### config.mk
export PLATFORM = sky130hd
export DESIGN_NAME = uart_tx_fifo
export DESIGN_NICKNAME = d
export VERILOG_FILES = /design/src/rtl/uart_tx_fifo.sv
export SDC_FILE = /design/constraint.sdc
export NUM_CORES = 1
export LEC_CHECK = 0
export CELL_PAD_IN_SITES_DETAIL_PLACEMENT = 1
export CELL_PAD_IN_SITES_GLOBAL_PLACEMENT = 1
export CORE_ASPECT_RATIO = 2
export CORE_UTILIZATION = 46
export CTS_CLUSTER_DIAMETER = 120
export DETAILED_ROUTE_END_ITERATION = 6
export GPL_TIMING_DRIVEN = 0
export PLACE_DENSITY = 0.75
export SLEW_MARGIN = 20
export SYNTH_ARGS = -nofsm -noshare
export SYNTH_HDL_FRONTEND = slang
export SYNTH_SLANG_ARGS = --single-unit
export TNS_END_PERCENT = 30
### constraint.sdc
create_clock -name i_clk -period 3 [get_ports i_clk]
set_input_delay 0.6 -clock i_clk [delete_from_list [all_inputs] [get_ports i_clk]]
set_output_delay 0.6 -clock i_clk [all_outputs]
set_load 0.005 [all_outputs]
### src/rtl/uart_tx_fifo.sv
`default_nettype none
// ============================================================================
// Module   : uart_tx_fifo
// Purpose  : Byte FIFO in front of a UART transmitter. Bytes pushed on i_wr
//            are stored in a circular buffer and handed to the transmitter
//            one at a time using a write/busy handshake.
// Revision : 1.0 - initial release
// ----------------------------------------------------------------------------
// Ports
//   i_clk       : system clock, all logic on the rising edge
//   i_reset_n   : synchronous active-low reset
//   i_wr        : push i_wr_data this cycle
//   i_wr_data   : byte to enqueue
//   o_full      : FIFO holds 2^DEPTH_LOG2 entries
//   o_empty     : FIFO holds no entries
//   o_count     : current occupancy
//   o_overflow  : sticky, a push was dropped while full
//   o_tx_write  : byte offer to the transmitter
//   o_tx_data   : byte offered, stable while o_tx_write=1
//   i_tx_busy   : transmitter busy (frame in progress)
// ============================================================================
module uart_tx_fifo #(
  parameter int DEPTH_LOG2 = 4,
  parameter int DATA_WIDTH = 8
) (
  input  logic                  i_clk,
  input  logic                  i_reset_n,
  input  logic                  i_wr,
  input  logic [DATA_WIDTH-1:0] i_wr_data,
  output logic                  o_full,
  output logic                  o_empty,
  output logic [DEPTH_LOG2:0]   o_count,
  output logic                  o_overflow,
  output logic                  o_tx_write,
  output logic [DATA_WIDTH-1:0] o_tx_data,
  input  logic                  i_tx_busy
);

  localparam int                  c_DEPTH     = 1 << DEPTH_LOG2;
  localparam logic [DEPTH_LOG2:0] c_CNT_FULL  = (DEPTH_LOG2+1)'(c_DEPTH);
  localparam logic [DEPTH_LOG2:0] c_CNT_ONE   = (DEPTH_LOG2+1)'(1);
  localparam logic [DEPTH_LOG2:0] c_CNT_ZERO  = '0;
  localparam logic [DEPTH_LOG2-1:0] c_PTR_ONE = (DEPTH_LOG2)'(1);

  typedef enum logic [1:0] {
    D_IDLE  = 2'd0,
    D_OFFER = 2'd1,
    D_WAIT  = 2'd2
  } drain_state_t;

  logic [DATA_WIDTH-1:0] r_mem [c_DEPTH];
  logic [DEPTH_LOG2-1:0] r_wr_ptr;
  logic [DEPTH_LOG2-1:0] r_rd_ptr;
  logic [DEPTH_LOG2:0]   r_count;
  logic                  r_full;
  logic                  r_empty;
  logic                  r_overflow;
  logic                  r_tx_write;
  logic [DATA_WIDTH-1:0] r_tx_data;
  drain_state_t          r_state;

  logic                  w_push;
  logic                  w_pop;
  logic [DEPTH_LOG2:0]   w_count_next;

  // Full is judged from the registered state, so a push on a pop edge while
  // full is still dropped.
  assign w_push = i_wr & ~r_full;
  // The transmitter has taken the byte once it reports busy during an offer.
  assign w_pop  = (r_state == D_OFFER) & i_tx_busy;

  always_comb begin
    w_count_next = r_count;
    case ({w_push, w_pop})
      2'b10:   w_count_next = r_count + c_CNT_ONE;
      2'b01:   w_count_next = r_count - c_CNT_ONE;
      default: w_count_next = r_count;
    endcase
  end

  // Storage is not reset; pointers and count define which entries are valid.
  always_ff @(posedge i_clk) begin
    if (i_reset_n && w_push) begin
      r_mem[r_wr_ptr] <= i_wr_data;
    end
  end

  always_ff @(posedge i_clk) begin
    if (!i_reset_n) begin
      r_wr_ptr   <= '0;
      r_rd_ptr   <= '0;
      r_count    <= '0;
      r_full     <= 1'b0;
      r_empty    <= 1'b1;
      r_overflow <= 1'b0;
      r_tx_write <= 1'b0;
      r_tx_data  <= '0;
      r_state    <= D_IDLE;
    end else begin
      if (w_push) begin
        r_wr_ptr <= r_wr_ptr + c_PTR_ONE;
      end
      if (i_wr && r_full) begin
        r_overflow <= 1'b1;
      end
      r_count <= w_count_next;
      r_full  <= (w_count_next == c_CNT_FULL);
      r_empty <= (w_count_next == c_CNT_ZERO);

      case (r_state)
        D_IDLE: begin
          if (!r_empty && !i_tx_busy) begin
            r_tx_data  <= r_mem[r_rd_ptr];
            r_tx_write <= 1'b1;
            r_state    <= D_OFFER;
          end
        end
        D_OFFER: begin
          // No timeout: the transmitter samples write on its own bit clock.
          if (i_tx_busy) begin
            r_tx_write <= 1'b0;
            r_rd_ptr   <= r_rd_ptr + c_PTR_ONE;
            r_state    <= D_WAIT;
          end
        end
        D_WAIT: begin
          if (!i_tx_busy) begin
            r_state <= D_IDLE;
          end
        end
        default: begin
          r_tx_write <= 1'b0;
          r_state    <= D_IDLE;
        end
      endcase
    end
  end

  assign o_full     = r_full;
  assign o_empty    = r_empty;
  assign o_count    = r_count;
  assign o_overflow = r_overflow;
  assign o_tx_write = r_tx_write;
  assign o_tx_data  = r_tx_data;

endmodule
`default_nettype wire

Word-level counts from Yosys, hierarchy flattened
Memories as Yosys holds them, arrays and structs flattened. A register that Yosys moved wholly into a read port is not among the register bits.
Cells that the tools add are included.
{"block": "op_classes", "n_addsub": 4, "eq_ne": 8, "mux": 10, "n_bitwise": 4, "n_reduce_logical": 12}
{"op": "5-bit one-hot mux with 2 select lines", "count": 1}
{"op": "4-bit by 1-bit adder with 4-bit output (second input constant)", "count": 2}
{"op": "2-bit 2-to-1 mux", "count": 3}
{"op": "2-bit != test (second input constant)", "count": 3}
{"op": "2-bit one-hot mux with 3 select lines", "count": 1}
{"op": "3-bit AND reduction", "count": 2}
{"op": "5-bit by 1-bit adder with 5-bit output (second input constant)", "count": 1}
{"op": "5-bit equality test (second input constant)", "count": 1}
{"op": "5-bit logical NOT", "count": 1}
{"op": "5-bit by 1-bit subtractor with 5-bit output (second input constant)", "count": 1}
{"op": "2-bit by 1-bit equality test with 1-bit output (second input constant)", "count": 2}
{"op": "2-bit equality test (second input constant)", "count": 2}
{"op": "1-bit 2-to-1 mux", "count": 4}
{"op": "2-bit AND reduction", "count": 2}
{"op": "1-bit logical AND", "count": 3}
{"op": "1-bit logical NOT", "count": 3}
{"op": "1-bit one-hot mux with 3 select lines", "count": 1}
{"op": "1-bit AND", "count": 2}
{"op": "2-bit logical NOT", "count": 1}
{"op": "1-bit NOT", "count": 2}
{"block": "word_totals", "regBits": 19, "ram_bits": 128, "in_bits": 12, "output_inout_bits": 17, "elab_cells": 47, "mem_count": 1}
{"memory": "r_mem", "depth": 16, "word_bits": 8, "read_ports": 1, "rd_ports_with_merged_regs": 1, "write_ports": 1, "line": "51", "source": "logic [DATA_WIDTH-1:0] r_mem [c_DEPTH];"}

Logic depth before layout (Yosys ltp)
Gate-level depths: netlist of run 1.
{"block": "depth", "depth_word": 5, "depth_mapped": 10, "mapped_depth_nobuf": 9}

Least setup slack after synthesis of run 1
OpenSTA, ideal clock, no wires.
{"block": "synth_timing", "kind": "input to register", "startpoint": "input i_wr", "endpoint": "register r_full, in the netlist o_full", "setup_ns": 0.103, "arrival_time_ns": 2.804, "path_slack_ns": 0.092, "path_stages": 10, "n_path_buf": 1, "path_cell_list": "nor2b_1 buf_2 nor2_1 xor2_1 ha_1 nor2_1 or3_1 o22a_2 or4_4 a2111oi_2"}
{"block": "synth_between", "elab_chain_cells": 4}
{"element": "start: declaration", "line": "28", "source": "input logic i_wr,"}
{"element": "1-bit AND *", "line": "68", "source": "assign w_push = i_wr & ~r_full;"}
{"element": "2-bit by 1-bit equality test with 1-bit output or 2-bit equality test (tied branches)", "line": "74", "source": "case ({w_push, w_pop})"}
{"element": "5-bit one-hot mux with 2 select lines *", "line": "74"}
{"element": "5-bit equality test *", "line": "107", "source": "r_full <= (w_count_next == c_CNT_FULL);"}
{"element": "end signal: assignment", "line": "107"}
{"element": "end: declaration", "line": "55", "source": "logic r_full;"}
Mark *: on every way between the ends. The rest lies on a longest branch, timed or not.
A chain may end at the register's enable or synchronous reset.

Final worst setup path of run 1
{"block": "layout_timing", "startpoint": "register r_state[0]", "endpoint": "register r_full, in the netlist o_full"}
{"block": "layout_between", "elab_chain_cells": 5}
{"element": "start: declaration", "line": "60", "source": "drain_state_t r_state;"}
{"element": "start signal: assignment", "line": "98", "source": "r_state <= D_IDLE;"}
{"element": "start signal: assignment", "line": "115", "source": "r_state <= D_OFFER;"}
{"element": "start signal: assignment", "line": "123", "source": "r_state <= D_WAIT;"}
{"element": "2-bit by 1-bit equality test with 1-bit output *", "line": "70", "source": "assign w_pop = (r_state == D_OFFER) & i_tx_busy;"}
{"element": "1-bit AND *", "line": "70"}
{"element": "2-bit by 1-bit equality test with 1-bit output or 2-bit equality test (tied branches)", "line": "74"}
{"element": "5-bit one-hot mux with 2 select lines *", "line": "74"}
{"element": "5-bit equality test *", "line": "107"}
Marked as above.

==> out/qor_table.md, run 1 <==
| Item | Value |
|---|---|
| Synth top area share | 0.626 |
| Kind of cell with the highest combined delay on the critical path | simple AND/OR/NAND/NOR gates |
| Global-route wire length before repair | 20.9 mm |
| Die outline area | 0.0138 mm² |
| Number of placement rows | 59 |
| Routed length per instance | 24.5 µm |
| #FFs+latches synth | 155 |
| Worst slew margin relative to its limit | 0.332 |
| Initial cell density of the core | 0.473 |
| GR Overflow Total | 0 |
| Critical path data arrival time | 3.13 ns |
| CTS Sinks | 155 |
| Count leader, synth | sky130_fd_sc_hd__edfxtp_1 |
| Critical path buffer and inverter count | 0 |
| Height of the chip | 165 µm |
| Number of placed instances, taps included | 529 |
| Yosys warning count | 0 |
| Initial DRC Count | 196 |
| Result of the run | finished clean |
| Final Hold Viols | 0 |
| Part of the Yosys area used for sequential elements | 0.714 |
| Critical Path End Type | register |
| Layout Area Growth over Synthesis | 18.3% |
| Net count after synthesis | 369 |
| Cell types occupying the most area after synthesis | sky130_fd_sc_hd__edfxtp_1 (63%), sky130_fd_sc_hd__mux4_2 (15%), sky130_fd_sc_hd__dfxtp_1 (8.8%) |
| Tightest Pin Transition | 0.998 ns |
| Path type of the worst min-delay path | reg2reg |
| Number of pins exceeding their max-slew limit in the final report | 0 |
| Average vias per placed instance | 5.80 |
| Max-cap violations | 0 |
| Top-level I/O count | 29 |
| Crit start category | register |
| Hold-fix buffers, CTS | 0 |
| Routed wire length | 13.9 mm |
| Clk Latency, worst-skew pair | 0.42 ns |
| GRT Overall Usage | 0.213 |
| Pwr dens | 644 mW/mm² |
| Crit path time final | 2.84 ns |
| Worst setup slack before clock tree synthesis | -0.883 ns |
| Leak pwr | 0.00238 µW |
| Routed length on met2 | 8.24 mm |
| Pin count of the biggest net entering global routing | 17 |
| Library cells used by synthesis | 38 |
| Layout net count | 420 |
| Final HPWL DP | 9.90 mm |
| Clock buffer depth | 2 |
| CTS Root Cell | sky130_fd_sc_hd__clkbuf_16 |
| Cell types with the highest counts after synthesis | sky130_fd_sc_hd__edfxtp_1 (128), sky130_fd_sc_hd__mux4_2 (40), sky130_fd_sc_hd__nor2_1 (29) |
| Slowest cell on crit path | sky130_fd_sc_hd__or4_4 |
| Setup slack after layout | 0.164 ns |
| Clock buffer count from CTS | 17 |
| Primary FF master, synth | sky130_fd_sc_hd__edfxtp_1 |
| Highest routed layer | met4 |
| Overall die width | 83.7 µm |
| Critical path class | reg2reg |
| Ratio of cells with drive above 1 in the final layout | 0.229 |
| Post-synthesis average cell area | 17.6 µm² |
| Number of synthesized flops with an enable pin | 128 |
| Non-filler instance count after layout | 566 |
| Detailed-routing wirelength on met1 | 4.80 mm |
| Data required time of the worst path | 3.30 ns |
| Via count | 3285 |
| Via count of the first global-routing pass | 3612 |
| Async set or reset register ratio after synthesis | 0 |
| Setup violation total in the final timing report | 0 |
| Largest fanout on the critical path | 4 |
| Cell taking the most area after synthesis | sky130_fd_sc_hd__edfxtp_1 |
| Routed Antenna Nets | 0 |
| Antenna violations before repair | 0 |
| Synthesized area | 0.00614 mm² |
| Maximum clock frequency | 353 MHz |
| Antenna Cells | 0 |
| IO buf count | 27 |
| Max incr delay on CP | 0.50 ns |
| Setup repair after global routing missed its margin | false |
| DRC violations left | 0 |
| Routed length on met3 | 405 µm |
| Sequence of cells on the critical path | nand3b_1 -> nor2_4 -> xor2_1 -> ha_2 -> nor2_1 -> or3_1 -> o22a_2 -> or4_4 -> a2111oi_4 |
| Synthesized instance count | 350 |
| First-pass DRT Iterations | 4 |
| Clock-pin slew on the worst setup and hold paths | 0.06 ns |
| Worst clock skew | 0.0101 ns |
| Clock tree from TritonCTS | built |
| Area of the core | 0.0130 mm² |
| Crit share post-route | 0.945 |
| H-Tree Depth | 4 |
| Worst VDD drop | 0.000412 V |
| Global placement routability congestion | 0.742 |
flip-flops by register name (all words and copies together) (netlist names):
register	cells
r_mem	128
o_tx_data	8
o_count	5
r_rd_ptr	4
r_wr_ptr	4
r_state	2
o_empty	1
o_full	1
o_overflow	1
o_tx_write	1
worst reg2reg max path: stages (launching register included):
cell and delay (ns):
sky130_fd_sc_hd__dfxtp_1 0.41, sky130_fd_sc_hd__nand3b_1 0.26, sky130_fd_sc_hd__nor2_4 0.17, sky130_fd_sc_hd__xor2_1 0.16
sky130_fd_sc_hd__ha_2 0.21, sky130_fd_sc_hd__nor2_1 0.04, sky130_fd_sc_hd__or3_1 0.32, sky130_fd_sc_hd__o22a_2 0.23
sky130_fd_sc_hd__or4_4 0.50, sky130_fd_sc_hd__a2111oi_4 0.41
area by class of cell:
cell class | count | area (µm²)
Clock inverter | 11 | 82.6
Multi-Input combinational cell | 165 | 1680
Buffer | 15 | 65.1
Inverter | 15 | 56.3
Tap cell | 152 | 190
Sequential cell | 155 | 4380
Fill cell | 1188 | 5720
Clock buffer | 21 | 503
Timing Repair Buffer | 32 | 309
report_power, final:
part / internal (µW) / leakage, µW / total (µW) / switching, µW
logic: 111 / 0.000716 / 249 / 139
clock network: 1210 / 0.000290 / 2050 / 844
registers: 2360 / 0.00137 / 2380 / 20.9
total: 3680 / 0.00238 / 4680 / 1000
cell families (layout without fill, tap and decap cells):
group,after synthesis,count (layout),synth area share
mux,41,41,0.148
xor+xnor,10,10,0.0143
simple gates,73,73,0.0556
compound gates,34,34,0.0346
fa+ha+maj,7,7,0.0143
flops,155,155,0.714
buf+inv,30,94,0.0193
per-layer routing:
layer  global-route usage  vias up
met1                0.208     1697
met4               0.0978        0
met5                    0        -
li1                     -     1473
met2                0.418       85
met3               0.0492       30
repair_timing:
item	CTS	global route
buffers inserted	5	0
resized for setup	7	5
pin swaps	4	2
gates cloned	0	0
setup endpoints to repair	2	3
path summary, 6_finish.rpt:
check / start / depth (start not counted) / endpoint / slack (ns)
setup / recovery: r_state[0] / 9 / o_full / 0.16
hold reg to reg: o_tx_data[6] / 2 / o_tx_data[6] / 0.46
hold / removal: o_tx_data[6] / 2 / o_tx_data[6] / 0.46
setup reg to reg: r_state[0] / 9 / o_full / 0.16
per-stage QoR:
stage                     hold WS [ns]  utilization  cell area (µm²)  TNS [ns]  total power [µW]
after detailed placement         0.455        0.508             6600     -1.76              2670
after CTS                        0.469        0.558             7250         0              4720
after floorplan                  0.449            -             6140         0              2550
after global routing             0.481        0.560             7270         0              4810
final                            0.460        0.560             7270         0              4680
after global placement           0.440        0.508             6600     -1.72              2660
cell usage in the layout, fill, tap and decap left out, drive strengths merged, types with 8 or more instances in the layout:
cell / synthesis / final
clkbuf: 8 / 29
a21oi: 12 / 12
nand2: 20 / 20
o21ai: 12 / 12
edfxtp: 128 / 128
mux4: 40 / 40
clkinv: 0 / 8
inv: 15 / 17
nor2: 29 / 29
dfxtp: 27 / 27
clkdlybuf4s50: 0 / 25
buf: 7 / 12
Note: power is estimated with default switching activity, not from simulation.
==> inputs of run 2 (changes only) <==
--- a/config.mk
+++ b/config.mk
@@ -8,11 +8,14 @@
 export CELL_PAD_IN_SITES_DETAIL_PLACEMENT = 1
 export CELL_PAD_IN_SITES_GLOBAL_PLACEMENT = 1
 export CORE_ASPECT_RATIO = 2
+export CORE_MARGIN = 4
 export CORE_UTILIZATION = 46
 export CTS_CLUSTER_DIAMETER = 120
 export DETAILED_ROUTE_END_ITERATION = 6
+export GPL_ROUTABILITY_DRIVEN = 0
 export GPL_TIMING_DRIVEN = 0
 export PLACE_DENSITY = 0.75
+export SETUP_SLACK_MARGIN = 0.2
 export SLEW_MARGIN = 20
 export SYNTH_ARGS = -nofsm -noshare
 export SYNTH_HDL_FRONTEND = slang
==> run 2 against run 1 <==
Compared with the run above:
- count of clock-buffer cells in the layout fell by 1
- clock power rose by 3%
- critical path depth did not move
- via count rose by 0.58%
- non-clock buffer count rose by 6
- combinational power barely moved
- largest power group unchanged
- highest routed layer unchanged
==> out/qor_table.md, run 2 (synthesized netlist as in run 1, its figures left out) <==
| Item | Value | Change |
|---|---|---|
| DRC violations left | 0 | unchanged |
| Highest-count cells in the layout ignoring fill and taps | sky130_fd_sc_hd__edfxtp_1 (128), sky130_fd_sc_hd__mux4_2 (40), sky130_fd_sc_hd__nor2_1 (28) |  |
| Reg2Reg Depth | 9 | unchanged |
| Routed length on met3 | 348 µm | -14% |
| Routed wire length | 13.8 mm | -0.35% |
| IO buf count | 27 | unchanged |
| Setup slack after layout | 0.266 ns | +0.102 ns |
| Critical path buffer and inverter count | 0 | unchanged |
| Height of the chip | 171 µm | +3.6% |
| Ratio of cells with drive above 1 in the final layout | 0.236 | +0.00625 |
| Data required time of the worst path | 3.29 ns | about the same |
| Clock buffer count from CTS | 17 | unchanged |
| Global-route wire length before repair | 21.7 mm | +3.7% |
| Highest routed layer | met4 |  |
| GRT Overall Usage | 0.193 | -0.0202 |
| Number of pins exceeding their max-slew limit in the final report | 0 | unchanged |
| Critical Path End Type | register |  |
| Largest fanout on the critical path | 2 | -2 |
| Clock-pin slew on the worst setup and hold paths | 0.06 ns | about the same |
| Net switching component of the power | 964 µW | -3.9% |
| Clock buffer depth | 2 | unchanged |
| Area of the core | 0.0131 mm² | +0.57% |
| Max incr delay on CP | 0.50 ns | about the same |
| Initial cell density of the core | 0.470 | -0.00267 |
| Pin count of the biggest net entering global routing | 17 | unchanged |
| Final Hold Viols | 0 | unchanged |
| Part of the power in combinational logic | 0.053 | about the same |
| Sequence of cells on the critical path | nand3b_1 -> nor2_4 -> xor2_1 -> ha_2 -> nor2_1 -> or3_1 -> o22a_2 -> or4_4 -> a2111oi_4 |  |
| Worst setup slack before clock tree synthesis | -0.850 ns | +0.0334 ns |
| Crit start category | register |  |
| Hold-fix buffers, CTS | 0 | unchanged |
| Reg power frac | 0.502 | -0.007 |
| Routed length on met2 | 8.33 mm | +1.1% |
| Top-level I/O count | 29 | unchanged |
| Final HPWL DP | 9.74 mm | -1.6% |
| Setup violation total in the final timing report | 0 | unchanged |
| Slowest cell on crit path | sky130_fd_sc_hd__or4_4 |  |
| Pwr dens | 649 mW/mm² | +0.73% |
| Path type of the worst min-delay path | in2reg |  |
| Clk Latency, worst-skew pair | 0.41 ns | about the same |
| Largest register by flop count | r_mem |  |
| Number of logic stages on the critical path including buffering | 9 | unchanged |
| Leak pwr | 0.00239 µW | +0.33% |
| Crit share post-route | 0.911 | -0.0339 |
| Largest register FFs | 128 | unchanged |
| Worst Hold Depth | 2 | unchanged |
| Layout Area Growth over Synthesis | 19.0% |  |
| Switching share of total power | 0.203 | -0.0109 |
| Tightest Pin Transition | 0.981 ns | -0.0168 ns |
| Clock tree from TritonCTS | built |  |
| Via count | 3304 | +0.58% |
| Max-cap violations | 0 | unchanged |
| Crit path time final | 2.73 ns | -0.102 ns |
| Antenna Cells | 0 | unchanged |
| Via count of the first global-routing pass | 3753 | +3.9% |
| Commonest non-fill, non-tap cell in the layout | sky130_fd_sc_hd__edfxtp_1 |  |
| Antenna violations before repair | 0 | unchanged |
| Critical path class | reg2reg |  |
| CTS Sinks | 155 | unchanged |
| Result of the run | finished clean |  |
| Clock network fraction of design power | 0.445 | +0.007 |
| GR Overflow Total | 0 | unchanged |
| Setup repair after global routing missed its margin | true |  |
| Routed Antenna Nets | 0 | unchanged |
| Critical path data arrival time | 3.02 ns | -0.11 ns |
| Initial DRC Count | 249 | +27% |
| Average vias per placed instance | 5.78 | -0.48% |
| Number of placement rows | 59 | unchanged |
| Dpl cell area | 0.00662 mm² | +0.19% |
| Kind of cell with the highest combined delay on the critical path | simple AND/OR/NAND/NOR gates |  |
| CTS Root Cell | sky130_fd_sc_hd__clkbuf_16 |  |
| Worst VDD drop | 0.000501 V | +22% |
| Routed length per instance | 24.2 µm | -1.4% |
| Internal power | 3780 µW | +2.7% |
| Die outline area | 0.0154 mm² | +11% |
| Worst slew margin relative to its limit | 0.344 | +0.0113 |
| Detailed-routing wirelength on met1 | 4.80 mm | about the same |
| Worst clock skew | 0.00626 ns | -0.00386 ns |
| H-Tree Depth | 4 | unchanged |
| Design Area, Final | 0.00731 mm² | +0.57% |
| Overall die width | 89.7 µm | +7.2% |
| Layout net count | 426 | +1.4% |
| Maximum clock frequency | 366 MHz | +3.7% |
| First-pass DRT Iterations | 4 | unchanged |
## run 2: cell count changes in the layout (fill, tap and decap cells not counted), moves of 2 or more
cell | previous run | this run
sky130_fd_sc_hd__clkbuf_1 | 8 | 11
sky130_fd_sc_hd__buf_4 | 6 | 11
sky130_fd_sc_hd__inv_4 | 2 | 0
sky130_fd_sc_hd__clkbuf_16 | 19 | 17
sky130_fd_sc_hd__clkbuf_8 | 2 | 0
sky130_fd_sc_hd__clkinv_4 | 6 | 2
sky130_fd_sc_hd__bufinv_16 | 0 | 3
sky130_fd_sc_hd__dfxtp_2 | 0 | 2
sky130_fd_sc_hd__dfxtp_1 | 27 | 25
sky130_fd_sc_hd__clkinvlp_4 | 1 | 3
## run 2: stage by stage
step	total power, µW	utilization	instances	hold WS, ns	TNS, ns
final	4740	0.560	572	0.458	0
after CTS	4770	0.558	570	0.471	0
after floorplan	2550	-	350	0.449	0
after global routing	4900	0.560	572	0.463	0
after detailed placement	2670	0.506	529	0.457	-1.67
after global placement	2660	0.506	529	0.436	-1.47
## run 2: timing repair
action,4_1_cts,5_1_grt
setup endpoints to repair,3,2
pin swaps,4,5
resized for setup,7,6
endpoints found under the hold margin,0,0
buffers inserted,9,2
## run 2: worst reg2reg max path, stage by stage, from the launching register on
cell                        delay, ns
sky130_fd_sc_hd__dfxtp_2         0.32
sky130_fd_sc_hd__nand3b_1        0.25
sky130_fd_sc_hd__nor2_4          0.18
sky130_fd_sc_hd__xor2_1          0.17
sky130_fd_sc_hd__ha_2            0.22
sky130_fd_sc_hd__nor2_1          0.04
sky130_fd_sc_hd__or3_1           0.30
sky130_fd_sc_hd__o22a_2          0.20
sky130_fd_sc_hd__or4_4           0.51
sky130_fd_sc_hd__a2111oi_4       0.42
## run 2: routing by layer
metal  up-vias  global-route usage
met4         0              0.0701
met1      1727               0.194
met3        21              0.0368
met2        75               0.390
li1       1481                   -
met5         -                   0
## run 2: layout make-up
class / count / area [µm²]
Inverter: 15 / 56.3
Buffer: 15 / 68.8
Multi-Input combinational cell: 165 / 1680
Sequential cell: 155 / 4390
Tap cell: 152 / 190
Clock buffer: 20 / 437
Timing Repair Buffer: 38 / 348
Clock inverter: 12 / 149
Fill cell: 1179 / 5760
## run 2: power by group through the flow
stage               clock network (µW)  registers [µW]  logic [µW]
floorplan                            0            2420         130
global route                      2230            2390         279
detailed placement                   0            2430         242
global placement                     0            2420         234
finish                            2110            2380         252
CTS                               2140            2380         255
## run 2: final timing paths
| kind | startpoint | end | slack (ns) |
|---|---|---|---|
| hold / removal | i_tx_busy | r_state[1] | 0.46 |
| hold reg to reg | o_tx_data[7] | o_tx_data[7] | 0.46 |
| setup / recovery | r_state[1] | o_full | 0.27 |
| setup reg to reg | r_state[1] | o_full | 0.27 |
